## config.mk

```make
export PLATFORM = sky130hd
export DESIGN_NAME = edge_row_writer
export DESIGN_NICKNAME = d
export VERILOG_FILES = /design/src/rtl/edge_pkg.sv /design/src/rtl/edge_row_fifo.sv /design/src/rtl/edge_row_writer.sv
export SDC_FILE = /design/constraint.sdc
export NUM_CORES = 1
export LEC_CHECK = 0
export ABC_CLOCK_PERIOD_IN_PS = 3000
export BUFFER_PORTS_ARGS = -buffer_cell sky130_fd_sc_hd__buf_2
export CORE_MARGIN = 5
export CORE_UTILIZATION = 40
export CTS_BUF_LIST = sky130_fd_sc_hd__clkbuf_4 sky130_fd_sc_hd__clkbuf_8
export CTS_CLUSTER_SIZE = 12
export DETAILED_ROUTE_END_ITERATION = 10
export RECOVER_POWER = 100
export SYNTH_ARGS = -nofsm -noshare
export SYNTH_HDL_FRONTEND = slang
export SYNTH_SLANG_ARGS = --single-unit
export TNS_END_PERCENT = 100
```

## constraint.sdc

```tcl
create_clock -name clk_50M -period 3 [get_ports clk_50M]
set_input_delay 0.15 -clock clk_50M [delete_from_list [all_inputs] [get_ports clk_50M]]
set_output_delay 0.15 -clock clk_50M [all_outputs]
set_load 0.05 [all_outputs]
```

## src/rtl/edge_pkg.sv

```systemverilog
// Shared definitions for the edge-detection result writer.
//   edge_state_t : writer FSM states
//   ROW_W/WORD_W : row and RAM word widths
//   DEF_*        : default address width and rows per frame
//   row_half     : selects the lower or upper word of a row
package edge_pkg;

  typedef enum logic [2:0] {
    IDLE  = 3'd0,
    ARMED = 3'd1,
    WR_LO = 3'd2,
    WR_HI = 3'd3,
    DONE  = 3'd4
  } edge_state_t;

  localparam int ROW_W              = 64;
  localparam int WORD_W             = 32;
  localparam int DEF_ADDR_W         = 12;
  localparam int DEF_ROWS_PER_FRAME = 64;

  // Bit 0 of a row is the leftmost pixel, so the lower word is written first.
  function automatic logic [WORD_W-1:0] row_half(input logic [ROW_W-1:0] row,
                                                 input logic hi);
    return hi ? row[ROW_W-1:WORD_W] : row[WORD_W-1:0];
  endfunction

endpackage

```

## src/rtl/edge_row_fifo.sv

```systemverilog
// Small synchronous row FIFO with first-word-fall-through head.
// Ports:
//   clk_50M, reset (sync, active-low)
//   flush  : discard all contents on the next edge
//   push   : write din; accepted when not full, or when full with a pop
//   pop    : drop head; ignored when empty
//   din    : row in
//   dout   : current head row (valid while !empty)
//   full, empty, level : occupancy
module edge_row_fifo #(
  parameter int FIFO_DEPTH = 4,
  parameter int WIDTH      = 64
) (
  input  logic                            clk_50M,
  input  logic                            reset,
  input  logic                            flush,
  input  logic                            push,
  input  logic                            pop,
  input  logic [WIDTH-1:0]                din,
  output logic [WIDTH-1:0]                dout,
  output logic                            full,
  output logic                            empty,
  output logic [$clog2(FIFO_DEPTH):0]     level
);

  localparam int PTR_W = $clog2(FIFO_DEPTH);
  localparam logic [PTR_W:0] DEPTH_L = (PTR_W+1)'(FIFO_DEPTH);

  logic [WIDTH-1:0] mem [FIFO_DEPTH];
  logic [PTR_W-1:0] wr_ptr_reg;
  logic [PTR_W-1:0] rd_ptr_reg;
  logic [PTR_W:0]   count_reg;

  logic do_push;
  logic do_pop;

  assign empty   = (count_reg == '0);
  assign full    = (count_reg == DEPTH_L);
  assign level   = count_reg;
  assign do_pop  = pop && !empty;
  // A full FIFO still takes a row when the head leaves in the same cycle.
  assign do_push = push && (!full || do_pop);
  assign dout    = mem[rd_ptr_reg];

  // Storage carries no reset so it can map onto plain RAM.
  always_ff @(posedge clk_50M) begin
    if (do_push) begin
      mem[wr_ptr_reg] <= din;
    end
  end

  // Depth is a power of two, so pointers wrap naturally.
  always_ff @(posedge clk_50M) begin
    if (!reset || flush) begin
      wr_ptr_reg <= '0;
      rd_ptr_reg <= '0;
      count_reg  <= '0;
    end else begin
      if (do_push) wr_ptr_reg <= wr_ptr_reg + 1'b1;
      if (do_pop)  rd_ptr_reg <= rd_ptr_reg + 1'b1;
      case ({do_push, do_pop})
        2'b10:   count_reg <= count_reg + 1'b1;
        2'b01:   count_reg <= count_reg - 1'b1;
        default: count_reg <= count_reg;
      endcase
    end
  end

endmodule

```

## src/rtl/edge_row_writer.sv

```systemverilog
// Writes 64-bit edge rows from the coprocessor into the 32-bit result RAM.
// Each row becomes two words at base + 2*row (lower half) and +1 (upper).
// Optional build macro EDGE_INVERT_EN: store inverted data (edges as 0).
// Ports:
//   clk_50M, reset (sync, active-low)
//   base_addr     : frame base, latched on an accepted frame_start
//   frame_start   : arms a frame (ignored unless idle)
//   line_valid    : row strobe, line_data is the row
//   wr_en/wr_addr/wr_data : RAM write port
//   busy, frame_done, overflow (sticky), lines_written
module edge_row_writer
  import edge_pkg::*;
#(
  parameter int FIFO_DEPTH     = 4,
  parameter int ADDR_W         = DEF_ADDR_W,
  parameter int ROWS_PER_FRAME = DEF_ROWS_PER_FRAME
) (
  input  logic              clk_50M,
  input  logic              reset,
  input  logic [ADDR_W-1:0] base_addr,
  input  logic              frame_start,
  input  logic              line_valid,
  input  logic [ROW_W-1:0]  line_data,
  output logic              wr_en,
  output logic [ADDR_W-1:0] wr_addr,
  output logic [WORD_W-1:0] wr_data,
  output logic              busy,
  output logic              frame_done,
  output logic              overflow,
  output logic [6:0]        lines_written
);

  localparam int LVL_W = $clog2(FIFO_DEPTH) + 1;
  localparam logic [6:0] ROWS_LAST = 7'(ROWS_PER_FRAME);

  edge_state_t       state_reg, state_next;
  logic [ADDR_W-1:0] base_reg;
  logic [6:0]        lines_reg;
  logic              overflow_reg;

  logic              fifo_push, fifo_pop, fifo_flush;
  logic              fifo_full, fifo_empty;
  logic [ROW_W-1:0]  fifo_dout;
  logic [LVL_W-1:0]  fifo_level;
  logic [6:0]        lines_inc;
  logic              hi_sel;
  logic [WORD_W-1:0] half_word;

  assign fifo_push  = line_valid && (state_reg != IDLE);
  assign fifo_pop   = (state_reg == WR_HI);
  // Leftover rows are discarded on the way back to IDLE.
  assign fifo_flush = (state_reg == DONE);
  assign lines_inc  = lines_reg + 7'd1;
  assign hi_sel     = (state_reg == WR_HI);

  edge_row_fifo #(
    .FIFO_DEPTH(FIFO_DEPTH),
    .WIDTH     (ROW_W)
  ) u_fifo (
    .clk_50M(clk_50M),
    .reset  (reset),
    .flush  (fifo_flush),
    .push   (fifo_push),
    .pop    (fifo_pop),
    .din    (line_data),
    .dout   (fifo_dout),
    .full   (fifo_full),
    .empty  (fifo_empty),
    .level  (fifo_level)
  );

  always_ff @(posedge clk_50M) begin
    if (!reset) begin
      state_reg    <= IDLE;
      base_reg     <= '0;
      lines_reg    <= '0;
      overflow_reg <= 1'b0;
    end else begin
      state_reg <= state_next;
      if (state_reg == IDLE && frame_start) begin
        base_reg     <= base_addr;
        lines_reg    <= '0;
        overflow_reg <= 1'b0;
      end else begin
        if (state_reg == WR_HI && lines_reg != ROWS_LAST) begin
          lines_reg <= lines_inc;
        end
        if (fifo_push && fifo_full && !fifo_pop) begin
          overflow_reg <= 1'b1;
        end
      end
    end
  end

  always_comb begin
    state_next = state_reg;
    case (state_reg)
      IDLE:  if (frame_start) state_next = ARMED;
      ARMED: if (!fifo_empty) state_next = WR_LO;
      WR_LO: state_next = WR_HI;
      WR_HI: begin
        // A push this cycle always lands (the pop frees a slot), so it
        // counts as a remaining row alongside anything behind the head.
        if (lines_inc == ROWS_LAST)
          state_next = DONE;
        else if (fifo_level > LVL_W'(1) || fifo_push)
          state_next = WR_LO;
        else
          state_next = ARMED;
      end
      DONE:    state_next = IDLE;
      default: state_next = IDLE;
    endcase
  end

`ifdef EDGE_INVERT_EN
  assign half_word = ~row_half(fifo_dout, hi_sel);
`else
  assign half_word = row_half(fifo_dout, hi_sel);
`endif

  // Address and data are held at zero outside the write states.
  assign wr_en         = (state_reg == WR_LO) || (state_reg == WR_HI);
  assign wr_addr       = wr_en ? base_reg + ADDR_W'({lines_reg, hi_sel}) : '0;
  assign wr_data       = wr_en ? half_word : '0;
  assign busy          = (state_reg != IDLE);
  assign frame_done    = (state_reg == DONE);
  assign overflow      = overflow_reg;
  assign lines_written = lines_reg;

endmodule

```

# ---- Word-level counts from Yosys, hierarchy flattened
# Memory sizes are Yosys's and may differ from the RTL's. A register that Yosys moved wholly into a read port is not among the register bits.
# Index checks and enable logic that the tools add are counted.
dict set report classes {
  addsub 6
  mux 13
  order_cmp 1
  reduce_logical 21
  eq_ne 11
  bitwise 1
}
# cell n
set ops {}
lappend ops {{32-bit 2-to-1 mux} 2}
lappend ops {{12-bit by 8-bit adder with 12-bit output} 1}
lappend ops {{12-bit 2-to-1 mux} 1}
lappend ops {{3-bit one-hot mux with 4 select lines} 1}
lappend ops {{3-bit 2-to-1 mux} 3}
lappend ops {{7-bit by 1-bit adder with 7-bit output, second input constant} 1}
lappend ops {{7-bit equality test, second input constant} 1}
lappend ops {{1-bit logical AND} 7}
lappend ops {{7-bit != test, second input constant} 1}
lappend ops {{3-bit by 2-bit equality test with 1-bit output, second input constant} 2}
lappend ops {{3-bit equality test, second input constant} 2}
lappend ops {{3-bit logical NOT} 2}
lappend ops {{2-bit 2-to-1 mux} 3}
lappend ops {{3-bit one-hot mux with 2 select lines} 1}
lappend ops {{2-bit by 1-bit adder with 2-bit output, second input constant} 2}
lappend ops {{1-bit logical NOT} 4}
lappend ops {{1-bit logical OR} 4}
lappend ops {{2-bit != test, second input constant} 2}
lappend ops {{3-bit by 1-bit adder with 3-bit output, second input constant} 1}
lappend ops {{3-bit by 1-bit equality test with 1-bit output, second input constant} 1}
lappend ops {{3-bit by 1-bit greater-than comparator with 1-bit output, second input constant} 1}
lappend ops {{3-bit nonzero test} 1}
lappend ops {{3-bit by 1-bit subtractor with 3-bit output, second input constant} 1}
lappend ops {{2-bit by 1-bit equality test with 1-bit output, second input constant} 1}
lappend ops {{6 further kinds} 7}
dict set report totals {
  elab_cells 61
  mem_count 1
  mem_bits_rw 256
  output_inout_bits 55
  regBits 30
  inputBits 80
}
# name depth width read_ports rd_clocked_by_memory_dff wr line_no
set mem_list {}
lappend mem_list {u_fifo.mem 4 64 1 1 1 edge_row_fifo.sv:29} ;# logic [WIDTH-1:0] mem [FIFO_DEPTH];

# ---- Longest topological paths before layout
# Gate-level depths: netlist of run 1.
dict set report logic_depth {
  ltp_word 7
  mapped_depth 12
  depth_no_buf 11
}

# ---- Hierarchy
# Synthesis of run 1 repeated with hierarchy kept, for this count alone.
dict set report unflattened {
  hier_cells 656
  hier_area_um2 11786.3
}
# mod instances cells_per_inst area_per_inst_um2 seq_area_each_um2
set by_module_without_submodules {}
lappend by_module_without_submodules {edge_row_fifo 1 392 9776.9 7867.5}
lappend by_module_without_submodules {edge_row_writer 1 264 2009.4 460.4}

# ---- Worst setup path after synthesis of run 1
# Ideal clock, no wire load.
dict set report synth_path {
  path_type {flip-flop to output port}
  start {register state_reg[1]}
  end {output wr_addr[8]}
  path_stages_with_launch 10
  n_path_buf 1
  setup_slack_ns -0.105
  t_required_ns 2.850
  arrival_ns 2.955
  path_cell_list {dfxtp_1 > buf_4 > nand3b_2 > inv_1 > ha_1 > fa_1 > a211oi_1 > o211ai_1 > and3_1 > nor3_1}
}
dict set report synth_via {
  elab_chain_len 3
  word_cells_on_any_way 5
  cone_classes {add/sub (1); eq/ne (2); mux (1); reduce/logical (1)}
}
# element line_no
set synth_lines {}
lappend synth_lines {{from (decl)} edge_row_writer.sv:36} ;# edge_state_t state_reg, state_next;
lappend synth_lines {{from (signal assigned)} edge_row_writer.sv:79} ;# state_reg <= state_next;
lappend synth_lines {{3-bit by 2-bit equality test with 1-bit output (on tied branches)} {edge_row_writer.sv:54, edge_row_writer.sv:123}}
lappend synth_lines {{12-bit by 8-bit adder with 12-bit output or 1-bit logical OR (tied branches)} {edge_row_writer.sv:124, edge_row_writer.sv:123}}
lappend synth_lines {{12-bit 2-to-1 mux (*)} edge_row_writer.sv:124} ;# assign wr_addr = wr_en ? base_reg + ADDR_W'({lines_reg, hi_sel}) : '0;
lappend synth_lines {{to (decl)} edge_row_writer.sv:25} ;# output logic [ADDR_W-1:0] wr_addr,
# Mark *: on every way between the ends. The rest lies on a longest branch, timed or not.

# ---- Final worst setup path of run 1
dict set report layout_path {
  start {register state_reg[0]}
  end {output wr_data[0]}
}
dict set report layout_via {
  elab_chain_len 3
  word_cells_on_any_way 5
  cone_classes {eq/ne (2); mux (2); reduce/logical (1)}
}
# element line_no
set layout_lines {}
lappend layout_lines {{3-bit by 2-bit equality test with 1-bit output (on tied branches)} {edge_row_writer.sv:54, edge_row_writer.sv:123}}
lappend layout_lines {{32-bit 2-to-1 mux or 1-bit logical OR (tied branches)} {edge_pkg.sv:24, edge_row_writer.sv:123}}
lappend layout_lines {{32-bit 2-to-1 mux (*)} edge_row_writer.sv:125} ;# assign wr_data = wr_en ? half_word : '0;
lappend layout_lines {{to (decl)} edge_row_writer.sv:26} ;# output logic [WORD_W-1:0] wr_data,
# Marked as above.

==> results of run 1 <==
[per-stage QoR]
| step | hold slack, ns | instance area [um^2] |
|---|---|---|
| after floorplan | 0.249 | 11700 |
| after global placement | 0.365 | 12900 |
| after detailed placement | 0.368 | 12900 |
| after CTS | 0.0381 | 14700 |
| after global routing | 0.0732 | 14600 |
| final | 0.0860 | 14600 |
[repair_timing]
action | 4_1_cts | 5_1_grt
hold buffers | 89 | 0
buffers inserted | 0 | 1
setup endpoints to repair | 3 | 4
pin swaps | 1 | 5
endpoints found under the hold margin | 269 | 0
resized for setup | 6 | 6
[synth_stat cells, types with 2 or more instances]
cell	number	area [um^2]
and3b_1	2	17.5
and3_1	4	25.0
mux4_2	64	1440
nor3_2	3	30.0
clkbuf_1	8	30.0
nor2_1	34	128
xnor2_1	8	70.1
and2_1	7	43.8
buf_6	7	78.8
edfxtp_1	256	7690
nand2_1	97	364
o21bai_1	3	22.5
buf_4	4	30.0
inv_1	11	41.3
buf_1	4	15.0
buf_2	7	35.0
nand2b_1	2	12.5
xor2_1	10	87.6
ha_1	19	238
a211oi_1	6	45.0
nor3_1	4	20.0
a21o_1	2	15.0
mux2i_1	2	20.0
a21oi_1	39	195
dfxtp_1	32	641
a21boi_0	11	82.6
nand3_1	4	20.0
o21ai_0	11	55.1
o211ai_1	2	15.0
[placed cells by master, fill, tap and decap left out, types with 4 or more instances in the layout]
cell,instances
buf_2,17
dfxtp_1,26
nand2_1,97
clkbuf_8,50
o21ai_0,11
inv_1,12
dlygate4sd3_1,89
nand3_1,4
clkbuf_4,17
nor2_1,34
ha_1,19
clkbuf_2,30
xnor2_1,8
dfxtp_2,4
buf_12,4
nor3_1,4
a211oi_1,5
edfxtp_1,256
mux4_2,64
a21boi_0,12
clkbuf_1,84
xor2_1,10
clkinv_2,4
buf_4,12
a21oi_1,39
and3_1,4
clkinv_1,11
[cells by family (layout without fill, tap and decap cells)]
group	after synthesis	in the layout	share of synthesized area, %
AND/OR/NAND/NOR	163	163	6.13
AO/OA/AOI/OAI	83	83	4.44
multiplexers	66	66	12.5
adder cells (fa/ha/maj)	20	20	2.21
other	0	1	0
XOR/XNOR	18	18	1.35
flip-flops	288	288	71.3
buffers and inverters	44	338	2.10
[layer usage]
| layer | routed length, um | up-vias |
|---|---|---|
| met5 | 0 | - |
| met2 | 12200 | 161 |
| met4 | 394 | 0 |
| li1 | - | 3164 |
| met3 | 1320 | 37 |
| met1 | 11100 | 3359 |
[power breakdown]
| part | switching [mW] | internal, mW |
|---|---|---|
| Sequential | 0.126 | 4.80 |
| Combinational | 1.30 | 0.712 |
| Clock | 1.46 | 1.88 |
| Total | 2.88 | 7.39 |
[path summary, 6_finish.rpt]
| check | start | endpoint | slack (ns) | cells past startpoint |
|---|---|---|---|---|
| worst max-delay path | state_reg[0] | wr_data[0] | 0.17 | 6 |
| worst min register to register | overflow | overflow | 0.48 | 2 |
| worst max register to register | state_reg[0] | u_fifo.mem[1][37] | 0.26 | 5 |
| worst min-delay path | frame_start | state_reg[0] | 0.09 | 4 |
[layout make-up]
| type | instances | share of cell area (%) |
|---|---|---|
| antenna | 1 | 0.0171 |
| clock buffer | 64 | 5.39 |
| clock inverter | 19 | 0.969 |
| inverter | 13 | 0.351 |
| multi-input combinational | 350 | 21.4 |
| sequential | 288 | 57.1 |
| tap | 384 | 3.29 |
| timing repair buffer | 242 | 11.5 |
[worst min-delay path, delay by kind of cell]
| kind | cells | cell delay [ns] |
|---|---|---|
| AO/OA/AOI/OAI | 1 | 0.10 |
| buffers and inverters | 1 | 0.12 |
| AND/OR/NAND/NOR | 2 | 0.21 |
==> summary.md, run 1 <==
| Metric | Value |
|---|---|
| Status | `complete, no violations` |
| CTS root buf | `clkbuf_8` |
| Footprint of the multi-input gates | `3120 um^2` |
| #FFs+latches synth | `288` |
| Sum Neg Setup Slack | `0 ns` |
| Critical Path Sink Type | `output pin` |
| Worst-path clk slew | `0.06 ns` |
| Clk sink count | `288` |
| Die X | `181 um` |
| Min-Delay Path Class | `primary input to flip-flop` |
| FP Rows | `62` |
| Pwr Density | `704 nW/um^2` |
| Minimum clock period | `2.83 ns` |
| Worst Max-Slew Pin Slew | `0.933 ns` |
| Leakage power | `4.95 nW` |
| Critical Path RT | `2.85 ns` |
| CP bufs+invs | `4` |
| Crit Path Category | `flip-flop to output pin` |
| Drt pass-1 iters | `4` |
| Wire per inst | `18.4 um` |
| Register area | `8340 um^2` |
| Max Clock Freq | `353 MHz` |
| Initial antenna violation count | `1` |
| Met2 Use GR | `25.7%` |
| Max reg flops | `256` |
| Dpl cells | `1187` |
| Post-synth EDFFs | `256` |
| Utilization after layout | `50.7%` |
| GR Layer Usage met1 | `20.3%` |
| Average via count per standard cell | `4.94` |
| Congestion Overflow GR | `0` |
| Sequential area share after synthesis | `71.3%` |
| Area of the die | `32700 um^2` |
| Synth unique cells | `48` |
| Ys Warns | `0` |
| Syn Nets | `782` |
| First-pass GRT wire length | `40.0 mm` |
| Clock skew | `0.0235 ns` |
| Hold Fails Final Rpt | `0` |
| Final max-slew violation count | `0` |
| Mapped Avg Cell Area | `17.1 um^2` |
| Fill count | `2465` |
| Setup WS pre-CTS | `0.369 ns` |
| I/O Buffers | `134` |
| Worst path cell trace | `buf_4, inv_1, buf_12, nand2_1, a21oi_1, buf_2` |
| Worst EP arrival | `2.68 ns` |
| Syn-to-layout area delta | `24.9%` |
| Setup ws final | `0.167 ns` |
| Post-Synthesis Cells | `682` |
| Vias in the first global route | `7223` |
| Final weighted congestion in routability-driven placement | `0.811` |
| I/O pin cnt | `135` |
| Max clock buf depth | `3` |
| Maximum ir drop on the vdd rail | `0.387 mV` |
| Most used routing layer | `met2` |
| CTS buffer count | `48` |
| Dominant synthesized flop cell | `edfxtp_1` |
| Largest stage delay, worst path | `0.55 ns` |
| Met3 Use GR | `3.56%` |
| Starting DRC count in detailed routing | `265` |
| Post-DRT Antenna Nets | `0` |
| CTS tree | `yes` |
| Non-Filler Instances | `1361` |
| Clock Latency Late Sink | `0.55 ns` |
| H-tree levels | `2` |
| Fraction of registers with async set/reset | `0%` |
| Slew HR | `37.3%` |
| Worst-path fanout max | `36` |
| Detailed-route via count | `6721` |
| Pwr Total | `10.3 mW` |
| Crit path max-delay family | `buffers and inverters` |
| Period Utilization, post-route | `94.4%` |
| Layout cells sized above 1 | `23.0%` |
| Detailed Route WL | `25.0 mm` |
| Die Ht | `181 um` |
| MaxCap Viol Count | `0` |
| CP max stage cell | `inv_1` |
| GRT Overall Usage | `15.3%` |
| Nets | `1043` |
| Final setup vio count | `0` |
| DP HPWL | `14.7 mm` |
| Post-Syn Area | `11700 um^2` |
| Pin count of the biggest net entering global routing | `44` |
| Initial core utilization | `40.6%` |
| Core Box Area | `28800 um^2` |
| Startpoint Class | `flip-flop` |
| DRC | `0` |
No activity file was read; power rests on OpenSTA's default activity.
==> run 2, diff against run 1 <==
--- a/config.mk
+++ b/config.mk
@@ -5,7 +5,7 @@
 export SDC_FILE = /design/constraint.sdc
 export NUM_CORES = 1
 export LEC_CHECK = 0
-export ABC_CLOCK_PERIOD_IN_PS = 3000
+export ABC_CLOCK_PERIOD_IN_PS = 2600
 export BUFFER_PORTS_ARGS = -buffer_cell sky130_fd_sc_hd__buf_2
 export CORE_MARGIN = 5
 export CORE_UTILIZATION = 40
==> constraint.sdc (replaced) <==
create_clock -name clk_50M -period 2.6 [get_ports clk_50M]
set_input_delay 0.13 -clock clk_50M [delete_from_list [all_inputs] [get_ports clk_50M]]
set_output_delay 0.13 -clock clk_50M [all_outputs]
set_load 0.05 [all_outputs]
==> summary.md, run 2 (same netlist as run 1, synthesis figures left out) <==
| Metric | Value |
|---|---|
| Worst-path clk slew | `0.05 ns` |
| Vias in the first global route | `7378` |
| Status | `finished with violations` |
| Period Utilization, post-route | `101%` |
| RR Endpoint | `u_fifo.mem[2][8]` |
| Pwr Total | `12.0 mW` |
| R2R depth | `5` |
| Final max-slew violation count | `0` |
| First-pass GRT wire length | `40.8 mm` |
| Worst path cell trace | `nand3b_4, inv_4, ha_4, fa_2, a211oi_4, o211ai_1, nand4_1, xor2_1, nor2_2, buf_6` |
| Clk sink count | `288` |
| Nets | `1048` |
| Final weighted congestion in routability-driven placement | `0.781` |
| Drt pass-1 iters | `4` |
| Minimum clock period | `2.64 ns` |
| Die X | `181 um` |
| Worst-path fanout max | `3` |
| Crit path max-delay family | `adder cells` |
| Critical Path Sink Type | `output pin` |
| FP Rows | `62` |
| Worst Max-Slew Pin Slew | `0.768 ns` |
| I/O pin cnt | `135` |
| Leading cell type in the layout, fill and taps excluded | `edfxtp_1` |
| CTS buffer count | `50` |
| Failing checks | `setup timing` |
| Layout cells sized above 1 | `26.3%` |
| Leakage power | `5.06 nW` |
| Setup WS pre-CTS | `0.168 ns` |
| Sum Neg Setup Slack | `-0.0490 ns` |
| Average via count per standard cell | `4.98` |
| DP HPWL | `14.9 mm` |
| CP Depth | `10` |
| Starting DRC count in detailed routing | `351` |
| Max clock buf depth | `3` |
| Hold Path End | `state_reg[2]` |
| Pin count of the biggest net entering global routing | `50` |
| Congestion Overflow GR | `0` |
| Detailed Route WL | `25.4 mm` |
| Clock Latency Late Sink | `0.56 ns` |
| Initial antenna violation count | `2` |
| Startpoint Class | `flip-flop` |
| CTS tree | `yes` |
| CP bufs+invs | `2` |
| DRC | `0` |
| I/O Buffers | `134` |
| Detailed-route via count | `6830` |
| GRT Overall Usage | `15.5%` |
| Largest stage delay, worst path | `0.38 ns` |
| Critical Path RT | `2.47 ns` |
| Initial core utilization | `40.6%` |
| CTS root buf | `clkbuf_8` |
| Min-Delay Startpoint | `reset` |
| Post-DRT Antenna Nets | `0` |
| Min-Delay Path Class | `primary input to flip-flop` |
| Most frequent cells in the layout | `256 x edfxtp_1, 97 x nand2_1, 88 x dlygate4sd3_1` |
| Worst EP arrival | `2.51 ns` |
| CP max stage cell | `fa_2` |
| Maximum ir drop on the vdd rail | `0.448 mV` |
| Pwr Density | `810 nW/um^2` |
| Slew HR | `48.8%` |
| Max reg flops | `256` |
| Syn-to-layout area delta | `26.8%` |
| Max Clock Freq | `379 MHz` |
| Flop-to-flop setup slack | `0.06 ns` |
| WHS Path Cells | `2` |
| Die Ht | `181 um` |
| Crit Path Category | `flip-flop to output pin` |
| Clock skew | `0.0258 ns` |
| Hold Fails Final Rpt | `0` |
| Wire per inst | `18.5 um` |
| RSZ-0062 raised after global routing | `true` |
| Final setup vio count | `3` |
| Final Instance Area | `14800 um^2` |
| Start of the worst register-to-register path | `state_reg[0]` |
| Area of the die | `32700 um^2` |
| H-tree levels | `2` |
| Core Box Area | `28800 um^2` |
| MaxCap Viol Count | `0` |
| Setup ws final | `-0.0361 ns` |
| DP Area | `13000 um^2` |
==> run 2: cell count changes in the layout (fill, tap and decap cells not counted), moves of 5 or more <==
cell      delta
clkbuf_1     -8
clkbuf_8     +7
nor2_1       -5
ha_1         -5
nor2_2       +5
buf_2        +5
==> run 2: routing by layer <==
layer	track usage, %	wire length [um]	share of wire, %
met1	20.7	11300	44
met2	25.8	12300	49
met3	3.58	1390	5.5
met4	4.23	408	1.6
met5	0	0	0
==> run 2: cell type report <==
type	instances	area [um^2]
inverter	13	53.8
multi-input combinational	350	3230
antenna	2	5.00
timing repair buffer	245	1720
sequential	288	8340
clock buffer	74	912
tap	384	480
clock inverter	16	73.8
fill	2442	14000
==> run 2: where the power goes <==
part	switching, mW	internal [mW]
clock	1.71	2.23
sequential	0.141	5.54
combinational	1.55	0.841
==> run 2: worst max-delay path by stage <==
stage,start,end,slack [ns]
after detailed placement,state_reg[2],wr_addr[10],0.17
final,state_reg[2],wr_addr[10],-0.04
after global placement,state_reg[2],wr_addr[10],0.20
after CTS,state_reg[2],wr_addr[10],-0.11
after global routing,state_reg[2],wr_addr[6],-0.16
after floorplan,state_reg[1],wr_addr[8],-0.06
==> run 2: stage by stage <==
stage | cells | utilization (%) | hold WS (ns)
3_3_place_gp | 1190 | 45.1 | 0.347
6_report | 1372 | 51.5 | 0.0323
4_1_cts | 1370 | 51.8 | 0.00207
3_5_place_dp | 1190 | 45.1 | 0.347
2_1_floorplan | 682 | - | 0.229
5_1_grt | 1372 | 51.5 | 0.0318
==> run 2: worst register-to-register path, delay by kind of cell (launching register included) <==
kind                   cells  cell delay, ns
buffers and inverters      2            0.79
AND/OR/NAND/NOR            1            0.67
AO/OA/AOI/OAI              2            0.43
flip-flops                 1            0.36
==> run 2: what timing repair did <==
| action | in CTS | in global routing |
|---|---|---|
| hold buffers | 88 | 0 |
| endpoints found under the setup margin | 8 | 7 |
| resized for setup | 19 | 21 |
| pin swaps | 9 | 9 |
| buffers inserted | 2 | 0 |
| endpoints found under the hold margin | 268 | 0 |
